$ cat src/rtl/uart_tx_param.sv
`default_nettype none
// ============================================================================
// Module      : uart_tx_param
// Description : Parametrised UART transmitter with integrated baud generator,
//               configurable data/parity/stop bits and a valid/ready input.
//               Optional line-break generation when UART_TX_BREAK_EN is defined.
// Revision    : 1.0 - initial release
// ============================================================================
module uart_tx_param #(
    parameter int CLKS_PER_BIT = 5208,
    parameter int DATA_BITS    = 8,
    parameter int PARITY       = 0,
    parameter int STOP_BITS    = 1
) (
    input  logic                 clk_in,
    input  logic                 reset,
    input  logic [DATA_BITS-1:0] din,
    input  logic                 din_valid,
`ifdef UART_TX_BREAK_EN
    input  logic                 brk,
`endif
    output logic                 din_ready,
    output logic                 busy,
    output logic                 done,
    output logic                 baud_tick,
    output logic                 tx
);

    localparam int c_CNT_W = $clog2(CLKS_PER_BIT);
    localparam int c_BIT_W = $clog2(DATA_BITS);
    localparam bit c_PAR_EN  = (PARITY == 1) || (PARITY == 2);
    localparam bit c_PAR_ODD = (PARITY == 2);
    localparam logic [c_CNT_W-1:0] c_CNT_LAST  = c_CNT_W'(CLKS_PER_BIT - 1);
    localparam logic [c_BIT_W-1:0] c_BIT_LAST  = c_BIT_W'(DATA_BITS - 1);
    // Value of the stop-bit counter during the final stop bit.
    localparam logic               c_STOP_LAST = (STOP_BITS == 2);

    typedef enum logic [2:0] {
        S_IDLE   = 3'd0,
        S_START  = 3'd1,
        S_DATA   = 3'd2,
        S_PARITY = 3'd3,
`ifdef UART_TX_BREAK_EN
        S_BREAK  = 3'd5,
`endif
        S_STOP   = 3'd4
    } state_t;

    state_t               r_state;
    logic [c_CNT_W-1:0]   r_baud_cnt;
    logic [c_BIT_W-1:0]   r_bit_cnt;
    logic [DATA_BITS-1:0] r_shift;
    logic                 r_par;
    logic                 r_stop_cnt;
    logic                 r_done;
    logic                 r_tx;
`ifdef UART_TX_BREAK_EN
    logic                 r_brk_rel;
`endif
    logic                 w_tick;

    assign w_tick    = (r_state != S_IDLE) && (r_baud_cnt == c_CNT_LAST);
    assign din_ready = (r_state == S_IDLE);
    assign busy      = (r_state != S_IDLE);
    assign done      = r_done;
    assign baud_tick = w_tick;
    assign tx        = r_tx;

    always_ff @(posedge clk_in or posedge reset) begin
        if (reset) begin
            r_state    <= S_IDLE;
            r_baud_cnt <= '0;
            r_bit_cnt  <= '0;
            r_shift    <= '0;
            r_par      <= 1'b0;
            r_stop_cnt <= 1'b0;
            r_done     <= 1'b0;
            r_tx       <= 1'b1;
`ifdef UART_TX_BREAK_EN
            r_brk_rel  <= 1'b0;
`endif
        end else begin
            r_done <= 1'b0;
            if (r_state != S_IDLE) begin
                r_baud_cnt <= w_tick ? '0 : r_baud_cnt + 1'b1;
            end

            case (r_state)
                S_IDLE: begin
                    r_baud_cnt <= '0;
`ifdef UART_TX_BREAK_EN
                    if (brk) begin
                        r_state   <= S_BREAK;
                        r_tx      <= 1'b0;
                        r_brk_rel <= 1'b0;
                    end else
`endif
                    if (din_valid) begin
                        r_shift    <= din;
                        r_par      <= c_PAR_ODD ? ~(^din) : ^din;
                        r_bit_cnt  <= '0;
                        r_stop_cnt <= 1'b0;
                        r_tx       <= 1'b0;
                        r_state    <= S_START;
                    end
                end
                S_START: begin
                    if (w_tick) begin
                        r_state <= S_DATA;
                        r_tx    <= r_shift[0];
                    end
                end
                S_DATA: begin
                    if (w_tick) begin
                        if (r_bit_cnt == c_BIT_LAST) begin
                            if (c_PAR_EN) begin
                                r_state <= S_PARITY;
                                r_tx    <= r_par;
                            end else begin
                                r_state <= S_STOP;
                                r_tx    <= 1'b1;
                            end
                        end else begin
                            r_bit_cnt <= r_bit_cnt + 1'b1;
                            r_shift   <= r_shift >> 1;
                            r_tx      <= r_shift[1];
                        end
                    end
                end
                S_PARITY: begin
                    if (w_tick) begin
                        r_state <= S_STOP;
                        r_tx    <= 1'b1;
                    end
                end
                S_STOP: begin
                    if (w_tick) begin
                        if (r_stop_cnt == c_STOP_LAST) begin
                            r_state <= S_IDLE;
                            r_done  <= 1'b1;
                        end else begin
                            r_stop_cnt <= 1'b1;
                        end
                    end
                end
`ifdef UART_TX_BREAK_EN
                S_BREAK: begin
                    // Hold the line low with the baud counter parked until brk falls,
                    // then send one idle-high bit time before returning to IDLE.
                    if (!r_brk_rel) begin
                        r_baud_cnt <= '0;
                        if (!brk) begin
                            r_brk_rel <= 1'b1;
                            r_tx      <= 1'b1;
                        end
                    end else if (w_tick) begin
                        r_state   <= S_IDLE;
                        r_brk_rel <= 1'b0;
                    end
                end
`endif
                default: begin
                    r_state <= S_IDLE;
                    r_tx    <= 1'b1;
                end
            endcase
        end
    end

endmodule
`default_nettype wire

$ cat config.mk
export PLATFORM = sky130hd
export DESIGN_NAME = uart_tx_param
export DESIGN_NICKNAME = d
export VERILOG_FILES = /design/src/rtl/uart_tx_param.sv
export SDC_FILE = /design/constraint.sdc
export NUM_CORES = 1
export LEC_CHECK = 0
export CORE_ASPECT_RATIO = 0.8
export CORE_MARGIN = 2
export CORE_UTILIZATION = 35
export DETAILED_ROUTE_END_ITERATION = 6
export PLACE_DENSITY = 0.66
export SLEW_MARGIN = 20
export SYNTH_ARGS = -nofsm -noshare
export SYNTH_HDL_FRONTEND = slang
export SYNTH_SLANG_ARGS = --single-unit
$ cat constraint.sdc
create_clock -name clk_in -period 2.7 [get_ports clk_in]
set_input_delay 0.81 -clock clk_in [delete_from_list [all_inputs] [get_ports clk_in]]
set_output_delay 0.81 -clock clk_in [all_outputs]
set_load 0.005 [all_outputs]
# Yosys cells after proc, flatten, opt, wreduce, memory -nomap -nowiden
# Index checks and enable logic that the tools add are counted.
[classes]
eq_ne = 14
div_mod_pow = 0
n_mul = 0
order_cmp = 0
bitwise = 1
mux = 31
addsub = 2
shift = 0
n_reduce_logical = 10
[op_table]
columns = ["operator", "n"]
rows = [
  ["two-way mux 13 bit", 3],
  ["two-way mux 3 bit", 10],
  ["two-way mux 8 bit", 3],
  ["inequality test 2 bit, second input constant", 8],
  ["one-hot mux 8 bit (2 select lines)", 1],
  ["one-hot mux 3 bit (5 select lines)", 1],
  ["adder 13 x 1 -> 13 bit, second input constant", 1],
  ["== test 13 bit, second input constant", 1],
  ["two-way mux 1 bit", 10],
  ["AND reduction 7 bit", 1],
  ["== test 3 x 2 -> 1 bit, second input constant", 2],
  ["== test 3 bit, second input constant", 2],
  ["one-hot mux 3 bit (2 select lines)", 1],
  ["nonzero test 2 bit", 3],
  ["one-hot mux 1 bit (5 select lines)", 1],
  ["AND reduction 5 bit", 1],
  ["AND reduction 4 bit", 1],
  ["adder 3 x 1 -> 3 bit, second input constant", 1],
  ["== test 3 x 1 -> 1 bit, second input constant", 1],
  ["zero test 3 bit", 1],
  ["AND reduction 3 bit", 1],
  ["nonzero test 3 bit", 1],
  ["one-hot mux 1 bit (2 select lines)", 1],
  ["logical AND 1 bit", 1],
  ["NOT 1 bit", 1],
]
[totals]
output_inout_bits = 5
romBits = 0
latchBits = 0
reg_bits = 30
ramBits = 0
n_memories = 0
wordCells = 65

# Longest topological paths before layout
[logic_depth]
word_depth = 5
depth_mapped = 6

# Least setup slack after synthesis
# OpenSTA, ideal clock, no wires.
[synth_timing]
path_kind = "reg-to-output"
startpoint = "register r_baud_cnt[7]"
endpoint = "output port baud_tick"
t_arrival_ns = 1.817
stages_incl_launch_ff = 5
path_slack_ns = 0.073
path_buffers = 1
cell_sequence = "dfrtp_1 > or4b_1 > or4b_4 > clkbuf_1 > nor2_1"
[synth_between]
elab_chain_cells = 2
[synth_lines]
columns = ["item", "line_no", "text"]
rows = [
  ["from (decl)", "50", "logic [c_CNT_W-1:0] r_baud_cnt;"],
  ["from (signal assigned)", "85", "r_baud_cnt <= w_tick ? '0 : r_baud_cnt + 1'b1;"],
  ["== test 13 bit", "62", "assign w_tick = (r_state != S_IDLE) && (r_baud_cnt == c_CNT_LAST);"],
  ["logical AND 1 bit", "62", ""],
  ["to (decl)", "25", "output logic baud_tick,"],
]
# Every way passes these cells.

# Worst setup path in the final report
# Ends and elaborated chain as after synthesis.

==> flow_metrics.py <==
metrics = {
    "synth": {
        "synth.distinct_cells": 31,
        "synthCells": 134,
        "synth_area_mm2": 0.001443,
        "synth_top_cell_by_area": "dfrtp_1",
        "synth_area_per_cell_um2": 10.77,
        "ys_seq_elements": 29,
        "netlist.area_leader.share": 0.4857,
        "synth_most_common_cell": "dfrtp_1",
        "synthesis.nets": 148,
        "synth_seq_area_share": 0.5039,
        "ys_warn_count": 0,
        "synth-edff-count": 0,
        "synth_area_leaders": "dfrtp_1 49%, mux2_2 11%, nor2_1 6.0%",
        "synth_ff_type": "dfrtp_1",
        "async_flop_share": 1.000,
        "ys_top_cells_by_count": "28 x dfrtp_1, 23 x nor2_1, 14 x mux2_2, 8 x nand2_1, 7 x nand3_1",
    },
    "worst_setup_path": {
        "r2r_slack_ns": 0.09,
        "critPathMaxFanout": 2,
        "worstSetupStartpointType": "register",
        "cp-end-kind": "primary output",
        "crit_required_ns": 1.89,
        "crit_arrival_ns": 1.92,
        "worst-setup-path-type": "register to primary output",
    },
    "clock_network": {
        "h-tree-depth": 2,
        "clkLatencyLatePin_ns": 0.27,
        "cts.sinks": 29,
        "cts_root_buffer": "clkbuf_8",
        "numCtsBuffers": 5,
        "cts_tree": "built",
        "clock_path_buffers": 2,
        "clk_pin_slew_ns": 0.06,
    },
    "pwr": {
        "switching_share": 0.2614,
        "intPower_mw": 0.8220,
        "power_density_mw_per_mm2": 610.0,
        "pwr-share-comb": 0.187,
        "peakVddDrop_v": 0.0003244,
        "p_sw_mw": 0.2909,
        "clock_power_share": 0.315,
        "p_leak_nw": 0.7928,
        "seq_power_share": 0.498,
    },
    "sta": {
        "rsz0062_at_grt": "true",
        "fin_ws_ns": -0.03244,
        "min_period_ns": 2.732,
        "slew_headroom": 0.6159,
        "hold_viol_final": 0,
        "setup_violations": 1,
        "drv_slew": 0,
        "period_share": 1.012,
        "finalClockSkew_ns": 0.002089,
        "fmaxAchievable_mhz": 366.0,
        "worst_slew_pin_slew_ns": 0.5741,
    },
    "run_status": {
        "status": "complete, but fails checks",
        "violations": "negative setup slack",
    },
    "floorplan": {
        "die_area_mm2": 0.004655,
        "initial_utilization": 0.3719,
        "core_mm2": 0.003879,
        "num_rows": 20,
        "ios": 16,
        "die_w_um": 75.78,
        "die-height_um": 61.43,
    },
    "finish": {
        "diodes": 0,
        "final_util": 0.4703,
        "fill_cells": 361,
        "nNetsFinal": 179,
        "area_growth_pct": 26.45,
        "fin_cells": 220,
        "layout-drive-gt1-share": 0.2303,
    },
    "detailed_routing": {
        "detail_route.vias_per_cell": 4.855,
        "vias": 1068,
        "drt_first_pass_iters": 4,
        "drtIter0Drc": 81,
        "wl_um": 2703,
        "wire_per_inst_um": 12.29,
        "drc": 0,
        "ant_nets": 0,
    },
    "min_path": {
        "worstHoldPathType": "register to register",
    },
    "placement": {
        "hpwl_um": 2005,
        "port-buffer-count": 15,
        "placed_cells": 213,
        "gp_congestion": 0.8311,
    },
    "job": {
        "maxCapViolations": 0,
    },
    "grt": {
        "first_global_vias": 1066,
        "grt_usage": 0.1409,
        "grt_start_max_net_pins": 30,
        "antenna_found_initial": 0,
        "overflow": 0,
        "grt_pass1_wl_um": 4802,
    },
}
## cell families (layout without fill, tap and decap cells)
kind of cell    after synthesis  in the layout  synth area share
flops                        29             29            0.5039
buf+inv                       9             40           0.02342
fa+ha+maj                     3              3           0.02602
xor+xnor                     11             11           0.06678
mux                          17             17            0.1301
simple gates                 57             57            0.1986
compound gates                8              8           0.05117
## layout by cell type (no fill, tap or decap), drive strengths merged, types with 2 or more instances in the layout
cell type,Yosys,final
mux2i,3,3
dfrtp,28,28
xnor2,6,6
o31ai,2,2
nand2,8,8
nand3,7,7
inv,6,6
or4b,2,2
clkdlybuf4s50,0,14
and3,2,2
nor2,23,23
buf,0,13
nor3,5,5
ha,3,3
clkbuf,3,7
mux2,14,14
nand4,3,3
xor2,5,5
## stage by stage
step / cell area, µm² / worst slack, ns / power [mW] / TNS (ns) / hold slack [ns]
finish: 1824 / -0.03244 / 1.113 / -0.03244 / 0.4798
floorplan: 1443 / 0.07299 / 0.6790 / 0 / 0.4573
detailed placement: 1740 / -0.1584 / 0.7684 / -0.1584 / 0.4788
global route: 1824 / -0.1065 / 1.186 / -0.1065 / 0.5054
CTS: 1824 / -0.07550 / 1.127 / -0.07550 / 0.4865
global placement: 1740 / -0.1159 / 0.7603 / -0.1159 / 0.4685
## path summary, 6_finish.rpt
check                              startpoint           end  depth (start not counted)
worst max-delay path            r_baud_cnt[7]     baud_tick                          4
worst min-delay path             r_bit_cnt[0]  r_bit_cnt[0]                          1
worst max register to register  r_baud_cnt[7]    r_shift[5]                          6
worst min register to register   r_bit_cnt[0]  r_bit_cnt[0]                          1
max in group asynchronous               reset            tx                          3
min in group asynchronous               reset    r_shift[6]                          3
## per-layer routing
layer  share of wire  wire length, µm  global-route usage
met1            0.47             1278              0.1892
met2            0.44             1194              0.2106
met3           0.071              191             0.04583
met4           0.015               40             0.06015
met5               0                0                   0
## power groups by stage
stage,sequential [mW],clock [mW],combinational (mW)
after CTS,0.553,0.363,0.211
after global placement,0.556,0,0.204
after detailed placement,0.559,0,0.209
final,0.554,0.351,0.208
after floorplan,0.554,0,0.125
after global routing,0.566,0.387,0.234
## area by class of cell
type | count | area, µm² | share of cell area
Sequential cell | 29 | 726.9 | 0.3985
Multi-Input combinational cell | 96 | 684.4 | 0.3752
Timing Repair Buffer | 27 | 235.2 | 0.1289
Clock buffer | 7 | 86.33 | 0.04733
Tap cell | 55 | 68.82 | 0.03772
Inverter | 6 | 22.52 | 0.01235
## worst max-delay path, stage by stage, from the launching register on
cell     delay [ns]
dfrtp_1        0.37
or4b_1         0.54
or4b_4         0.54
nor2_2         0.09
buf_2          0.11
## state kept, by name (all words and copies together), names as in the netlist
name        flops
r_baud_cnt     13
r_shift         8
r_bit_cnt       3
r_state         3
done            1
tx              1
## repair_timing
item / in CTS / in global routing
hold buffers: 0 / 0
cloned: 0 / 0
setup endpoints to repair: 1 / 6
gates resized for setup: 5 / 0
buffers inserted: 0 / 0
pin swaps: 3 / 2
Note: power is estimated with default switching activity, not from simulation.
